<file path="src/rtl/i2c_target_responder_if.sv">
// Bus and user-register signals of the I2C target responder, grouped for port connection.
interface i2c_target_responder_if;
  logic       scl_in;
  logic       sda_in;
  logic       sda_oe;
  logic       wr_stb;
  logic [7:0] wr_addr;
  logic [7:0] wr_data;
  logic [7:0] rd_addr;
  logic [7:0] rd_data;
  logic       busy;

  // Target side: samples the pads, drives SDA pull-down and the register strobes.
  modport slave (
    input  scl_in, sda_in, rd_data,
    output sda_oe, wr_stb, wr_addr, wr_data, rd_addr, busy
  );

  // Initiator / user-logic side.
  modport master (
    output scl_in, sda_in, rd_data,
    input  sda_oe, wr_stb, wr_addr, wr_data, rd_addr, busy
  );
endinterface

</file>
<file path="src/rtl/i2c_target_responder.sv">
// I2C target: START/STOP decode, 7-bit address match, register pointer with
// auto-increment, byte writes to user logic and byte reads from user logic.
// SCL is oversampled on clk48; SDA is only ever changed on SCL falling edges.
module i2c_target_responder #(
  parameter logic [6:0] I2C_ADDR    = 7'h50,
  parameter int         SYNC_STAGES = 2
) (
  input  logic                     clk48,
  input  logic                     rst_n,
  i2c_target_responder_if.slave    bus
);

  typedef enum logic [3:0] {
    ST_IDLE      = 4'd0,
    ST_ADDR      = 4'd1,
    ST_ADDR_ACK  = 4'd2,
    ST_PTR       = 4'd3,
    ST_PTR_ACK   = 4'd4,
    ST_WDATA     = 4'd5,
    ST_WDATA_ACK = 4'd6,
    ST_RDATA     = 4'd7,
    ST_RDATA_ACK = 4'd8,
    ST_WAIT_STOP = 4'd9
  } state_t;

  logic [SYNC_STAGES-1:0] scl_sync_r;
  logic [SYNC_STAGES-1:0] sda_sync_r;
  logic                   scl_prev_r;
  logic                   sda_prev_r;

  state_t     state_r;
  logic [3:0] bit_cnt_r;
  logic [7:0] shift_r;
  logic [7:0] ptr_r;
  logic       rw_r;
  logic       sda_oe_r;
  logic       wr_stb_r;
  logic [7:0] wr_addr_r;
  logic [7:0] wr_data_r;
  logic       busy_r;

  logic       scl_s;
  logic       sda_s;
  logic       scl_rise_s;
  logic       scl_fall_s;
  logic       start_s;
  logic       stop_s;
  logic [7:0] byte_in_s;
  logic       addr_match_s;

  assign scl_s        = scl_sync_r[SYNC_STAGES-1];
  assign sda_s        = sda_sync_r[SYNC_STAGES-1];
  assign scl_rise_s   = scl_s & ~scl_prev_r;
  assign scl_fall_s   = ~scl_s & scl_prev_r;
  // SDA transitions are only bus conditions while SCL stays high.
  assign start_s      = scl_s & scl_prev_r & sda_prev_r & ~sda_s;
  assign stop_s       = scl_s & scl_prev_r & ~sda_prev_r & sda_s;
  assign byte_in_s    = {shift_r[6:0], sda_s};
  assign addr_match_s = (shift_r[7:1] == I2C_ADDR);

  assign bus.sda_oe  = sda_oe_r;
  assign bus.wr_stb  = wr_stb_r;
  assign bus.wr_addr = wr_addr_r;
  assign bus.wr_data = wr_data_r;
  assign bus.rd_addr = ptr_r;
  assign bus.busy    = busy_r;

  // Synchronise the pad levels and keep the previous synchronised level for edge detection.
  always_ff @(posedge clk48 or negedge rst_n) begin
    if (!rst_n) begin
      scl_sync_r <= {SYNC_STAGES{1'b1}};
      sda_sync_r <= {SYNC_STAGES{1'b1}};
      scl_prev_r <= 1'b1;
      sda_prev_r <= 1'b1;
    end else begin
      scl_sync_r <= {scl_sync_r[SYNC_STAGES-2:0], bus.scl_in};
      sda_sync_r <= {sda_sync_r[SYNC_STAGES-2:0], bus.sda_in};
      scl_prev_r <= scl_s;
      sda_prev_r <= sda_s;
    end
  end

  // Protocol FSM: bit shifting, ACK generation, pointer handling and register strobes.
  always_ff @(posedge clk48 or negedge rst_n) begin
    if (!rst_n) begin
      state_r   <= ST_IDLE;
      bit_cnt_r <= 4'd0;
      shift_r   <= 8'd0;
      ptr_r     <= 8'd0;
      rw_r      <= 1'b0;
      sda_oe_r  <= 1'b0;
      wr_stb_r  <= 1'b0;
      wr_addr_r <= 8'd0;
      wr_data_r <= 8'd0;
      busy_r    <= 1'b0;
    end else begin
      wr_stb_r <= 1'b0;
      if (start_s) begin
        // START or repeated START: any partial byte is dropped, pointer kept.
        state_r   <= ST_ADDR;
        bit_cnt_r <= 4'd0;
        sda_oe_r  <= 1'b0;
        busy_r    <= 1'b1;
      end else if (stop_s) begin
        state_r   <= ST_IDLE;
        bit_cnt_r <= 4'd0;
        sda_oe_r  <= 1'b0;
        busy_r    <= 1'b0;
      end else begin
        case (state_r)
          ST_IDLE: begin
            sda_oe_r <= 1'b0;
          end
          ST_ADDR, ST_PTR, ST_WDATA: begin
            if (scl_rise_s && (bit_cnt_r < 4'd8)) begin
              shift_r   <= byte_in_s;
              bit_cnt_r <= bit_cnt_r + 4'd1;
              if ((state_r == ST_WDATA) && (bit_cnt_r == 4'd7)) begin
                wr_stb_r  <= 1'b1;
                wr_addr_r <= ptr_r;
                wr_data_r <= byte_in_s;
              end
            end else if (scl_fall_s && (bit_cnt_r == 4'd8)) begin
              bit_cnt_r <= 4'd0;
              if (state_r == ST_ADDR) begin
                if (addr_match_s) begin
                  rw_r     <= shift_r[0];
                  sda_oe_r <= 1'b1;
                  state_r  <= ST_ADDR_ACK;
                end else begin
                  sda_oe_r <= 1'b0;
                  state_r  <= ST_WAIT_STOP;
                end
              end else if (state_r == ST_PTR) begin
                ptr_r    <= shift_r;
                sda_oe_r <= 1'b1;
                state_r  <= ST_PTR_ACK;
              end else begin
                ptr_r    <= ptr_r + 8'd1;
                sda_oe_r <= 1'b1;
                state_r  <= ST_WDATA_ACK;
              end
            end
          end
          ST_ADDR_ACK: begin
            if (scl_fall_s) begin
              bit_cnt_r <= 4'd0;
              if (rw_r) begin
                // First read bit goes out on the same edge that ends our ACK.
                shift_r  <= {bus.rd_data[6:0], 1'b0};
                sda_oe_r <= ~bus.rd_data[7];
                state_r  <= ST_RDATA;
              end else begin
                sda_oe_r <= 1'b0;
                state_r  <= ST_PTR;
              end
            end
          end
          ST_PTR_ACK, ST_WDATA_ACK: begin
            if (scl_fall_s) begin
              bit_cnt_r <= 4'd0;
              sda_oe_r  <= 1'b0;
              state_r   <= ST_WDATA;
            end
          end
          ST_RDATA: begin
            if (scl_rise_s && (bit_cnt_r < 4'd8)) begin
              bit_cnt_r <= bit_cnt_r + 4'd1;
            end else if (scl_fall_s && (bit_cnt_r == 4'd8)) begin
              bit_cnt_r <= 4'd0;
              sda_oe_r  <= 1'b0;
              state_r   <= ST_RDATA_ACK;
            end else if (scl_fall_s && (bit_cnt_r != 4'd0)) begin
              sda_oe_r <= ~shift_r[7];
              shift_r  <= {shift_r[6:0], 1'b0};
            end
          end
          ST_RDATA_ACK: begin
            if (scl_rise_s) begin
              if (sda_s) begin
                sda_oe_r <= 1'b0;
                state_r  <= ST_WAIT_STOP;
              end else begin
                ptr_r <= ptr_r + 8'd1;
              end
            end else if (scl_fall_s) begin
              // Only reached after an initiator ACK; rd_data already follows the new pointer.
              bit_cnt_r <= 4'd0;
              shift_r   <= {bus.rd_data[6:0], 1'b0};
              sda_oe_r  <= ~bus.rd_data[7];
              state_r   <= ST_RDATA;
            end
          end
          ST_WAIT_STOP: begin
            sda_oe_r <= 1'b0;
          end
          default: begin
            sda_oe_r <= 1'b0;
            state_r  <= ST_IDLE;
          end
        endcase
      end
    end
  end

endmodule
</file>
<file path="src/flat_wrapper.sv">
// flat-port wrapper written by rule: the top's interface ports become plain ports
module i2c_target_responder_flat 
#(
  parameter logic [6:0] I2C_ADDR    = 7'h50,
  parameter int         SYNC_STAGES = 2
)
  (clk48, rst_n, bus_scl_in, bus_sda_in, bus_rd_data, bus_sda_oe, bus_wr_stb, bus_wr_addr, bus_wr_data, bus_rd_addr, bus_busy);
  i2c_target_responder_if bus_i ();
  input  logic clk48;
  input  logic rst_n;
  input wire logic [$bits(bus_i.scl_in)-1:0] bus_scl_in;
  input wire logic [$bits(bus_i.sda_in)-1:0] bus_sda_in;
  input wire logic [$bits(bus_i.rd_data)-1:0] bus_rd_data;
  output wire logic [$bits(bus_i.sda_oe)-1:0] bus_sda_oe;
  output wire logic [$bits(bus_i.wr_stb)-1:0] bus_wr_stb;
  output wire logic [$bits(bus_i.wr_addr)-1:0] bus_wr_addr;
  output wire logic [$bits(bus_i.wr_data)-1:0] bus_wr_data;
  output wire logic [$bits(bus_i.rd_addr)-1:0] bus_rd_addr;
  output wire logic [$bits(bus_i.busy)-1:0] bus_busy;
  assign bus_i.scl_in = bus_scl_in;
  assign bus_i.sda_in = bus_sda_in;
  assign bus_i.rd_data = bus_rd_data;
  assign bus_sda_oe = bus_i.sda_oe;
  assign bus_wr_stb = bus_i.wr_stb;
  assign bus_wr_addr = bus_i.wr_addr;
  assign bus_wr_data = bus_i.wr_data;
  assign bus_rd_addr = bus_i.rd_addr;
  assign bus_busy = bus_i.busy;
  i2c_target_responder #(.I2C_ADDR(I2C_ADDR), .SYNC_STAGES(SYNC_STAGES)) u_core (.clk48(clk48), .rst_n(rst_n), .bus(bus_i));
endmodule
</file>
<file path="config.mk">
export PLATFORM = sky130hd
export DESIGN_NAME = i2c_target_responder_flat
export DESIGN_NICKNAME = d
export VERILOG_FILES = /design/src/rtl/i2c_target_responder_if.sv /design/src/rtl/i2c_target_responder.sv /design/src/flat_wrapper.sv
export SDC_FILE = /design/constraint.sdc
export NUM_CORES = 1
export LEC_CHECK = 0
export CAP_MARGIN = 20
export CORE_MARGIN = 4
export CORE_UTILIZATION = 56
export CTS_BUF_LIST = sky130_fd_sc_hd__clkbuf_8
export CTS_CLUSTER_DIAMETER = 80
export DETAILED_ROUTE_END_ITERATION = 8
export PLACE_DENSITY = 0.88
export SETUP_SLACK_MARGIN = 0.15
export SYNTH_ARGS = -nofsm -noshare
export SYNTH_HDL_FRONTEND = slang
export SYNTH_SLANG_ARGS = --single-unit
</file>
<file path="constraint.sdc">
create_clock -name clk48 -period 2.6 [get_ports clk48]
set_clock_uncertainty 0.2 [all_clocks]
set_input_delay 0.39 -clock clk48 [delete_from_list [all_inputs] [get_ports clk48]]
set_output_delay 0.39 -clock clk48 [all_outputs]
set_load 0.005 [all_outputs]
</file>
**Yosys cells after proc, flatten, opt, wreduce, memory -nomap -nowiden**

Cells that the tools add are included.

- Logic and storage cells: 154
- Output and inout bits: 27
- Register bits after elaboration: 50
- Bits of input ports: 12

- $lt $le $gt $ge: 1
- Bitwise operators: 16
- Reductions and logical operators: 22
- Muxes and demuxes: 62
- Eq/ne operators: 37
- $add $sub $neg: 2

Operators with widths:

| operator | count |
|---|---|
| 2-to-1 mux 8 bit | 14 |
| 2-to-1 mux 4 bit | 19 |
| case mux 8 bit (4 select lines) | 1 |
| case mux 4 bit (6 select lines) | 1 |
| 2-to-1 mux 1 bit | 22 |
| == test 4 x 3 -> 1 bit, second input constant | 5 |
| != test 4 x 1 -> 1 bit, second input constant | 4 |
| case mux 8 bit (2 select lines) | 1 |
| AND reduction 8 bit | 2 |
| != test 5 x 1 -> 1 bit, second input constant | 3 |
| != test 2 x 1 -> 1 bit, second input constant | 7 |
| == test 4 bit, second input constant | 3 |
| != test 2 bit, second input constant | 6 |
| case mux 4 bit (3 select lines) | 1 |
| AND reduction 11 bit | 1 |
| NOT 1 bit | 9 |
| AND reduction 9 bit | 1 |
| adder 8 x 1 -> 8 bit, second input constant | 1 |
| == test 4 x 2 -> 1 bit, second input constant | 2 |
| != test 4 x 2 -> 1 bit, second input constant | 2 |
| nonzero test 4 bit | 2 |
| AND 1 bit | 7 |
| == test 7 bit, second input constant | 1 |
| AND reduction 7 bit | 1 |
| other kinds (18) | 24 |

**Depth between registers and ports, before layout**

- Depth in word-level cells: 9
- Depth in mapped cells: 8
- Mapped depth without buffers: 7

**Least setup slack after synthesis**

Ideal clock, no wire load.

- Kind: register -> register
- Start: reg u_core.state_r[0]
- End: reg u_core.shift_r[0]
- Setup time: 125 ps
- Data required time: 2,275 ps
- Cell stages (with the launch flop): 7
- Path slack: 338 ps
- Path buffers: 1
- Data arrival time: 1,937 ps
- Period minus slack after synthesis: 2,262 ps
- Cell sequence: dfrtp_1 > clkbuf_1 > or3b_2 > a21oi_1 > o21ai_0 > a211oi_4 > mux2_2

- Longest elaborated chain between the ends: 4
- Elaborated cells between the ends (all ways): 18
- Classes of those cells: eq/ne (14); mux (1); reduce/logical (3)

Ends and longest elaborated chain:

| what | line | text |
|---|---|---|
| from (decl) | i2c_target_responder.sv:31 | `state_t state_r;` |
| from (signal assigned) | i2c_target_responder.sv:86 | `state_r <= ST_IDLE;` |
| from (signal assigned) | i2c_target_responder.sv:100 | `state_r <= ST_ADDR;` |
| from (signal assigned) | i2c_target_responder.sv:105 | `state_r <= ST_IDLE;` |
| == test 4 x 2 -> 1 bit, or another cell as far along | i2c_target_responder.sv:110 | `case (state_r)` |
| OR reduction 3 bit | i2c_target_responder.sv:110 |  |
| != test 2 x 1 -> 1 bit (no source line) / nonzero test 4 bit (equally long branches) | -- |  |
| AND reduction 11 bit (no source line) | -- |  |
| to (signal assigned) | i2c_target_responder.sv:116 | `shift_r <= byte_in_s;` |
| to (signal assigned) | i2c_target_responder.sv:150 | `shift_r <= {bus.rd_data[6:0], 1'b0};` |
| to (signal assigned) | i2c_target_responder.sv:175 | `shift_r <= {shift_r[6:0], 1'b0};` |
| to (decl) | i2c_target_responder.sv:33 | `logic [7:0] shift_r;` |

Several ways; a longest one is shown, not always the timed one.
A chain may end at the register's enable or synchronous reset.

**Worst setup path after layout**

- Start: reg u_core.state_r[0]
- End: reg u_core.sda_oe_r (netlist: u_core.bus.sda_oe)

- Longest elaborated chain between the ends: 7
- Elaborated cells between the ends (all ways): 25
- Classes of those cells: eq/ne (16); mux (6); reduce/logical (3)

Ends and longest elaborated chain:

| what | line | text |
|---|---|---|
| == test 4 x 1 -> 1 bit | i2c_target_responder.sv:110, i2c_target_responder.sv:125 |  |
| 2-to-1 mux 1 bit | i2c_target_responder.sv:125 | `if (state_r == ST_ADDR) begin` |
| 2-to-1 mux 1 bit | i2c_target_responder.sv:123 | `end else if (scl_fall_s && (bit_cnt_r == 4'd8)) begin` |
| 2-to-1 mux 1 bit | i2c_target_responder.sv:115 | `if (scl_rise_s && (bit_cnt_r < 4'd8)) begin` |
| case mux 1 bit (5 select lines) | i2c_target_responder.sv:110 |  |
| 2-to-1 mux 1 bit | i2c_target_responder.sv:104 | `end else if (stop_s) begin` |
| 2-to-1 mux 1 bit | i2c_target_responder.sv:98 | `if (start_s) begin` |
| to (signal assigned) | i2c_target_responder.sv:151 | `sda_oe_r <= ~bus.rd_data[7];` |
| to (signal assigned) | i2c_target_responder.sv:174 | `sda_oe_r <= ~shift_r[7];` |
| to (signal assigned) | i2c_target_responder.sv:190 | `sda_oe_r <= ~bus.rd_data[7];` |
| to (decl) | i2c_target_responder.sv:36 | `logic sda_oe_r;` |

Several ways; a longest one is shown, not always the timed one. The select of a mux whose other input is x is not followed.

==> qor.yml <==
clock_network:
  root_buffer: "clkbuf_8"
  cts_max_level: 2
  cts_inserted_buffers: 5
  clock_sinks: 50
  cts_tree: "yes"
  cts.clk_slew.worst_paths_ps: 90
  insertion_delay_ps: 300
  cts_buffer_depth: 2
flow_run:
  maxCapViolations: 0
die:
  die_area_um2: 5850
  num_rows: 24
  coreArea_um2: 4440
  die_x_um: 76.5
  start_util_pct: 59.1
  die_y_um: 76.5
  ios: 39
place:
  placedInstanceArea_um2: 3140
  gp_congestion: 0.915
  place_hpwl_mm: 4.40
  numPortBuffers: 38
finish:
  fin_area_um2: 3260
  drive_above_1_share_pct: 25.8
  diodes: 0
  final_cell_mix: "dfrtp_1, clkdlybuf4s50_1, mux2_2, nand2_1, a21oi_1"
  seq_area_um2: 1260
  multiInputGateArea_um2: 1310
  final_common_cell: "dfrtp_1"
  nNetsFinal: 310
  syn_to_final_growth_pct: 24.2
  fill_cells: 340
yosys:
  synth_warnings: 0
  netlist_area_um2: 2630
  synth_area_leader_cell: "dfrtp_1"
  yosys-top-cells-area: "dfrtp_1, mux2_2, dfstp_2, a21oi_1, nand2_1"
  synth.distinct_cells: 51
  synthAdderAreaFrac_pct: 1.43
  avgSynthCellArea_um2: 10.8
  synth_xor_area_share_pct: 0.333
  synth_top_family_by_area: "simple AND/OR/NAND/NOR gates"
  synth-compound-area-share_pct: 15.6
  synth-simple-area-share_pct: 16.6
  synth_edf_count: 0
  synth_nets: 258
  async_reset_ff_share_pct: 100
  yosys.area.top_type_share_pct: 41.9
  ys.flop_type: "dfrtp_1"
  yosysSeqAreaShare_pct: 47.9
  syn_inst: 243
  synth_mux_area_share_pct: 15.3
  synth.ff_latch_count: 50
route:
  drtPass1Iterations: 5
  wl_per_cell_um: 17.2
  vias: 2071
  drt_iter0_drc: 234
  post-route-drc-count: 0
  post_drt_via_cell_ratio: 5.97
  wirelength_mm: 5.98
  ant_nets: 0
worst_setup_path:
  criticalPathCategory: "register to register"
  worst-path-max-fanout: 17
  cp.required_ps: 2580
  crit_arrival_ps: 2360
  path_cells: "buf_4 -> nor2_1 -> a21oi_1 -> o31a_1 -> o31ai_1 -> mux2_2"
  crit_path_end_kind: "register"
  critPathLaunchType: "register"
  crit_start: "u_core.state_r[0]"
  r2r_start: "u_core.state_r[0]"
  slowest_delay_ps: 430
  slowest_stage: "nor2_1"
sta:
  rsz0062_at_grt: "false"
  min_period_ps: 2380
  hold_viol: 0
  timing.setup.tns_ps: 0
  relSlewSlack_pct: 58.6
  drv_slew: 0
  worst_slew_pin_slew_ps: 621
  setup_viol: 0
  timing.final.crit_share_pct: 91.4
  timing.fmax_ghz: 0.421
global_route:
  grt_overflow: 0
  grt_pass1_vias: 2077
  grt_max_degree: 27
  grt_pass1_wl_mm: 10.3
  antenna_found_initial: 0
  grtUsageTotal_pct: 21.6
power_and_ir_drop:
  leakage_nw: 1.44
  irDropWorstVdd_v: 0.000520
  power_density_nw_per_um2: 820
  fin_total_pwr_mw: 2.68
run_status:
  status: "complete, no violations"
min_path:
  worst_hold_path_type: "register to register"
  hold_start: "u_core.sda_sync_r[0]"
[cells by family (layout without fill, tap and decap cells)]
logic type	after synthesis	after routing
fa+ha+maj	3	3
flops	50	50
compound gates	58	58
simple gates	79	79
buf+inv	16	68
mux	36	36
xor+xnor	1	1
[power by group]
| group | leakage (nW) | switching (mW) | internal [mW] |
|---|---|---|---|
| clock | 0.0438 | 0.248 | 0.181 |
| sequential | 0.654 | 0.167 | 0.915 |
| combinational | 0.739 | 0.568 | 0.597 |
[flip-flops by register name, indices dropped and copies added (netlist names)]
register,flops
u_core.bus.wr_stb,1
u_core.bit_cnt_r,4
u_core.bus.rd_addr,8
u_core.scl_sync_r,2
u_core.bus.sda_oe,1
u_core.state_r,4
u_core.shift_r,8
u_core.bus.wr_addr,8
u_core.scl_prev_r,1
u_core.rw_r,1
u_core.bus.wr_data,8
u_core.sda_sync_r,2
u_core.sda_prev_r,1
u_core.bus.busy,1
[worst max-delay path: cells and delay by family (launching register included)]
family,cells,cell delay [ps]
and+or+nand+nor,1,430
muxes,1,380
DFF,1,390
AOI/OAI and AO/OA,3,660
buffers and inverters,1,200
[final timing paths]
path                                        end  slack [ps]  depth (start not counted)
setup / recovery              u_core.bus.sda_oe         220                          6
hold / removal             u_core.sda_sync_r[1]         160                          0
setup reg to reg              u_core.bus.sda_oe         220                          6
hold reg to reg            u_core.sda_sync_r[1]         160                          0
max in group asynchronous  u_core.sda_sync_r[1]        1130                          3
min in group asynchronous   u_core.bit_cnt_r[1]         440                          2
[synthesized netlist by cell type (2+ instances only)]
cell type	number
nor2b_1	6
mux2i_1	2
and3_1	4
ha_1	3
nor3_1	4
a211oi_1	2
o31ai_1	3
o21ai_1	2
nand2b_1	5
dfrtp_1	44
nor2_1	10
clkbuf_1	6
nand4_1	2
o21ai_0	6
mux2_2	34
o22ai_1	6
dfstp_2	6
a21o_1	3
buf_2	3
a31oi_1	2
nand3_1	14
a21oi_1	17
nand2_1	21
o2bb2ai_1	3
nor3b_1	2
a211oi_4	2
inv_1	6
and2_1	2
[cell type report]
cell class | count | area share (%)
Clock inverter | 2 | 0.307
Sequential cell | 50 | 38.6
Clock buffer | 5 | 2.11
Timing Repair Buffer | 55 | 16.3
Multi-Input combinational cell | 177 | 40.0
Tap cell | 52 | 1.99
Inverter | 6 | 0.690
[metal layers]
metal  wire, um  GRT usage, %  up-vias
li1           -             -      998
met1       2780          30.5      983
met2       2780          34.3       76
met3        282          2.60       14
met4        131          8.15        0
met5          0             0        -
[stage by stage]
stage / cells / worst slack, ps / utilization (%) / hold WS, ps
after floorplan: 243 / 338 / - / -106
after global placement: 337 / 185 / 70.6 / 146
after detailed placement: 337 / 170 / 70.6 / 149
after CTS: 346 / 168 / 72.7 / 159
after global routing: 347 / 124 / 73.4 / 169
final: 347 / 222 / 73.4 / 158
[timing repair]
| action | in CTS | in global routing |
|---|---|---|
| endpoints found under the setup margin | 1 | 12 |
| hold buffers | 1 | 0 |
| buffers inserted | 1 | 1 |
| pin swaps | 1 | 2 |
| resized for setup | 0 | 5 |
| endpoints found under the hold margin | 22 | 0 |
Note: power is estimated with default switching activity, not from simulation.
